--- src/rtl/enduro_axis_pack.sv ---
// AXI4-Stream width upsizer: packs RATIO input beats of DATA_WIDTH bits into one wide
// output word with per-lane keep. A flush pulse closes a partially filled word early.
// All outputs are registered so the wide consumer never sees the upstream FIFO's
// combinational valid.
module enduro_axis_pack #(
  parameter int unsigned DATA_WIDTH = 32,
  parameter int unsigned RATIO      = 4
) (
  input  logic                          axis_clk,
  input  logic                          axis_areset,
  input  logic [DATA_WIDTH-1:0]         s_axis_tdata,
  input  logic                          s_axis_tvalid,
  output logic                          s_axis_tready,
  input  logic                          flush,
  output logic [DATA_WIDTH*RATIO-1:0]   m_axis_tdata,
  output logic [RATIO-1:0]              m_axis_tkeep,
  output logic                          m_axis_tvalid,
  input  logic                          m_axis_tready,
  output logic [$clog2(RATIO+1)-1:0]    lane_count
);

  localparam int unsigned CntW  = $clog2(RATIO + 1);
  localparam int unsigned WordW = DATA_WIDTH * RATIO;

  // Accumulator holds the word being assembled, or a complete word waiting on a busy output.
  logic [WordW-1:0] acc_data_q, acc_data_d;
  logic [RATIO-1:0] acc_keep_q, acc_keep_d;
  logic [CntW-1:0]  lane_cnt_q, lane_cnt_d;
  logic             acc_full_q, acc_full_d;
  logic             s_ready_q, s_ready_d;
  logic [WordW-1:0] m_data_q, m_data_d;
  logic [RATIO-1:0] m_keep_q, m_keep_d;
  logic             m_valid_q, m_valid_d;

  logic             accept;
  logic             drain;
  logic             out_free;
  logic             last_lane;
  logic             complete;
  logic [WordW-1:0] merged_data;
  logic [RATIO-1:0] merged_keep;

  // Accumulator contents with the beat accepted this cycle (if any) merged into its lane.
  always_comb begin
    accept      = s_axis_tvalid & s_ready_q;
    drain       = m_valid_q & m_axis_tready;
    out_free    = ~m_valid_q | m_axis_tready;
    merged_data = acc_data_q;
    merged_keep = acc_keep_q;
    for (int i = 0; i < int'(RATIO); i++) begin
      if (accept && (lane_cnt_q == CntW'(i))) begin
        merged_data[i*DATA_WIDTH +: DATA_WIDTH] = s_axis_tdata;
        merged_keep[i]                          = 1'b1;
      end
    end
    last_lane = (lane_cnt_q == CntW'(RATIO - 1));
    // A held full word ignores flush; s_ready_q is already low so no beat can arrive.
    complete  = ~acc_full_q &
                ((accept & last_lane) | (flush & ((lane_cnt_q != '0) | accept)));
  end

  // Next-state: drain a held word, hand off a completed word, or keep accumulating.
  always_comb begin
    acc_data_d = acc_data_q;
    acc_keep_d = acc_keep_q;
    lane_cnt_d = lane_cnt_q;
    acc_full_d = acc_full_q;
    m_data_d   = m_data_q;
    m_keep_d   = m_keep_q;
    m_valid_d  = m_valid_q & ~m_axis_tready;

    if (acc_full_q) begin
      if (drain) begin
        m_data_d   = acc_data_q;
        m_keep_d   = acc_keep_q;
        m_valid_d  = 1'b1;
        acc_data_d = '0;
        acc_keep_d = '0;
        lane_cnt_d = '0;
        acc_full_d = 1'b0;
      end
    end else if (complete) begin
      if (out_free) begin
        m_data_d   = merged_data;
        m_keep_d   = merged_keep;
        m_valid_d  = 1'b1;
        acc_data_d = '0;
        acc_keep_d = '0;
        lane_cnt_d = '0;
      end else begin
        // Output busy: park the finished word; lane_count keeps the beat count.
        acc_data_d = merged_data;
        acc_keep_d = merged_keep;
        lane_cnt_d = lane_cnt_q + CntW'(accept);
        acc_full_d = 1'b1;
      end
    end else if (accept) begin
      acc_data_d = merged_data;
      acc_keep_d = merged_keep;
      lane_cnt_d = lane_cnt_q + CntW'(1);
    end

    s_ready_d = ~acc_full_d;
  end

  // State registers; reset drops every output, including s_axis_tready, to zero.
  always_ff @(posedge axis_clk or posedge axis_areset) begin
    if (axis_areset) begin
      acc_data_q <= '0;
      acc_keep_q <= '0;
      lane_cnt_q <= '0;
      acc_full_q <= 1'b0;
      s_ready_q  <= 1'b0;
      m_data_q   <= '0;
      m_keep_q   <= '0;
      m_valid_q  <= 1'b0;
    end else begin
      acc_data_q <= acc_data_d;
      acc_keep_q <= acc_keep_d;
      lane_cnt_q <= lane_cnt_d;
      acc_full_q <= acc_full_d;
      s_ready_q  <= s_ready_d;
      m_data_q   <= m_data_d;
      m_keep_q   <= m_keep_d;
      m_valid_q  <= m_valid_d;
    end
  end

  assign s_axis_tready = s_ready_q;
  assign m_axis_tdata  = m_data_q;
  assign m_axis_tkeep  = m_keep_q;
  assign m_axis_tvalid = m_valid_q;
  assign lane_count    = lane_cnt_q;

endmodule

--- config.mk ---
export PLATFORM = sky130hd
export DESIGN_NAME = enduro_axis_pack
export DESIGN_NICKNAME = d
export VERILOG_FILES = /design/src/rtl/enduro_axis_pack.sv
export SDC_FILE = /design/constraint.sdc
export NUM_CORES = 1
export LEC_CHECK = 0
export BUFFER_PORTS_ARGS = -buffer_cell sky130_fd_sc_hd__buf_2
export CAP_MARGIN = 20
export CORE_ASPECT_RATIO = 0.75
export CORE_MARGIN = 2
export CORE_UTILIZATION = 35
export CTS_CLUSTER_DIAMETER = 120
export CTS_CLUSTER_SIZE = 20
export DETAILED_ROUTE_END_ITERATION = 10
export GPL_TIMING_DRIVEN = 0
export SLEW_MARGIN = 20
export SYNTH_ARGS = -nofsm -noshare
export SYNTH_HDL_FRONTEND = slang
export SYNTH_SLANG_ARGS = --single-unit
--- constraint.sdc ---
create_clock -name axis_clk -period 8.8 [get_ports axis_clk]
set_input_delay 0.88 -clock axis_clk [delete_from_list [all_inputs] [get_ports axis_clk]]
set_output_delay 0.88 -clock axis_clk [all_outputs]
set_load 0.01 [all_outputs]
==> flow_summary.toml <==
[global_route]
overflow = 0
antenna_found_initial = 0
grt_pass1_wl_microns = 48000
grt_max_degree = 79
grt_usage_pct = 17.7
grt_pass1_vias = 7591

[synthesis]
syn_area_sq_mm = 0.0117
syn-instance-count = 798
syn_area_per_cell_sq_um = 14.6
yosysSeqAreaShare_pct = 57.8
synthTopCellsByArea = "dfrtp_1, mux2_2, a22o_1"
synth_top_area_share_pct = 57.8
ys_types = 42
yosysTopAreaCell = "dfrtp_1"
ys_seq_elements = 270
yosysWarnings = 0
synth_fp_nets = 842

[clock_network]
cts.sink_count = 270
cts_root_buf = "clkbuf_16"
clk_pin_slew_worst_paths_ns = 0.08
ctsResizeCount = 0
holdBufCountCts = 0
cts_buffers = 17
cts_htree_levels = 1
clock_latency_ns = 0.50
cts_setup_buffers = 0
cts_tree = "done"
cts_buffer_depth = 3

[status]
outcome = "finished clean"

[worst_setup_path]
cp-end-kind = "flop"
slowest_delay_ns = 0.72
criticalPathCategory = "flop to flop"
crit_required_ns = 9.24
crit_family = "simple AND/OR/NAND/NOR gates"
path_depth = 7
cp_data_arrival_time_ns = 3.31
path_max_fanout = 10
reg2reg_depth = 7
path_common_cell = "ha_1"
start_kind = "flop"
cp.buffers_inverters = 1
slowest_stage = "nor3_1"
path_cells = "ha_1, ha_1, a31oi_1, nor2_1, nor3_1, clkbuf_1, a22o_1"

[timing]
finalHoldViolations = 0
whs_ns = 0.356
fin_crit_sh_pct = 32.6
rsz0062_at_grt = "false"
relSlewSlack_pct = 38.1
fin_setup_tns_ns = 0
layout_min_cycle_time_ns = 2.87
setup_ws_ns = 5.93
setup_violations = 0
skew_ns = 0.0129
worstMarginPinSlew_ns = 0.921
fmax_ghz = 0.349
maxSlewViolCount = 0

[power_and_ir_drop]
vdd_drop_max_uv = 106
powerDensity_mw_per_mm2 = 273
power.total_uw = 3720
p_leak_uw = 0.00719

[cells_and_area]
stdcell_count = 1434
final_cell_mix = "dfrtp_1, buf_2, mux2_2, a22o_1, mux2_1"
drive_gt1_share_pct = 43.2
syn2layout_area_growth_pct = 16.6
diodes = 0
final_common_cell = "dfrtp_1"
nNetsFinal = 1037

[route]
viasPerCell = 5.21
finalWirelength_microns = 30600
route.antenna.remaining_nets = 0
via_count = 7474
wl_per_cell_microns = 21.3
drt_iter0_markers = 566
drc_errors = 0
first_pass_iters = 5

[floorplan]
core-area_sq_mm = 0.0327
num_rows = 57
die_h_microns = 162
start_util_pct = 35.8
io_pins = 174
dieArea_sq_mm = 0.0349
die-width_microns = 215

[run]
cap_violations = 0

[placement]
dp_hpwl_microns = 21100
dp_cells = 1416
place_worst_setup_slack_ns = 5.76
gp_congestion = 0.792
port_buffers = 173

[worst_hold_path]
hp-class = "input port to async pin"
-- Yosys cell counts, drive strengths merged --
library cell  number
nor2              14
a211oi             1
dfrtp            270
o31ai              3
a211o              1
a21oi              4
buf               39
nand3              3
nand4b             2
nand4              1
nand2              5
nand2b             4
o211ai             2
inv               10
clkbuf            15
o21a               2
nand3b             2
o21ai              9
or2                1
a21boi             1
ha                 7
mux2             257
a22o             128
o221ai             1
and3               2
and3b              1
a41oi              1
a31oi              3
mux2i              3
nor3               4
nor2b              2
-- registers in the layout, indices dropped and copies added (netlist names) --
name	flops
acc_data_q	128
m_axis_tdata	128
acc_keep_q	4
m_axis_tkeep	4
lane_count	3
acc_full_q	1
m_axis_tvalid	1
s_axis_tready	1
-- per-layer routing --
| layer | share of wire [%] | track usage [%] |
|---|---|---|
| met5 | 0 | 0 |
| met1 | 51 | 27.5 |
| met3 | 5.1 | 3.65 |
| met2 | 43 | 25.7 |
| met4 | 1.4 | 2.85 |
-- path summary, 6_finish.rpt --
check / startpoint / end / slack, ns
min in group axis_clk: m_axis_tdata[58]$_DFFE_PP0P_ / m_axis_tdata[58]$_DFFE_PP0P_ / 0.48
setup / recovery: lane_count[0]$_DFFE_PP0P_ / acc_data_q[0]$_DFFE_PP0P_ / 5.93
max in group asynchronous: axis_areset / acc_data_q[101]$_DFFE_PP0P_ / 7.37
hold reg to reg: m_axis_tdata[58]$_DFFE_PP0P_ / m_axis_tdata[58]$_DFFE_PP0P_ / 0.48
setup reg to reg: lane_count[0]$_DFFE_PP0P_ / acc_data_q[0]$_DFFE_PP0P_ / 5.93
hold / removal: axis_areset / m_axis_tdata[120]$_DFFE_PP0P_ / 0.36
-- per-stage QoR --
stage	cell area [sq um]	utilization [%]
3_5_place_dp	13200	40.4
4_1_cts	13600	41.7
6_report	13600	41.7
3_3_place_gp	13100	40.1
5_1_grt	13600	41.7
2_1_floorplan	11700	-
-- cell type report --
type	instances	area, sq um
buffer	54	344
clock buffer	17	425
clock inverter	1	11.3
fill	3112	19000
inverter	10	45.0
multi-input combinational	464	4550
sequential	270	6760
tap	442	553
timing repair buffer	176	948
-- power by group --
group | leakage (uW) | internal, uW | switching, uW | total (uW)
clock network | 0.000216 | 350 | 416 | 766
logic | 0.00326 | 588 | 734 | 1320
registers | 0.00372 | 1490 | 146 | 1630
-- cell families (layout without fill, tap and decap cells) --
group                      Yosys count  after routing  synth area share, %
muxes                              260            260                 25.0
AOI/OAI and AO/OA                  156            156                 11.2
adders and majority gates            7              7                0.749
DFF                                270            270                 57.8
buffers and inverters               64            258                 3.27
and+or+nand+nor                     41             41                 1.92
Note: power is estimated with default switching activity, not from simulation.
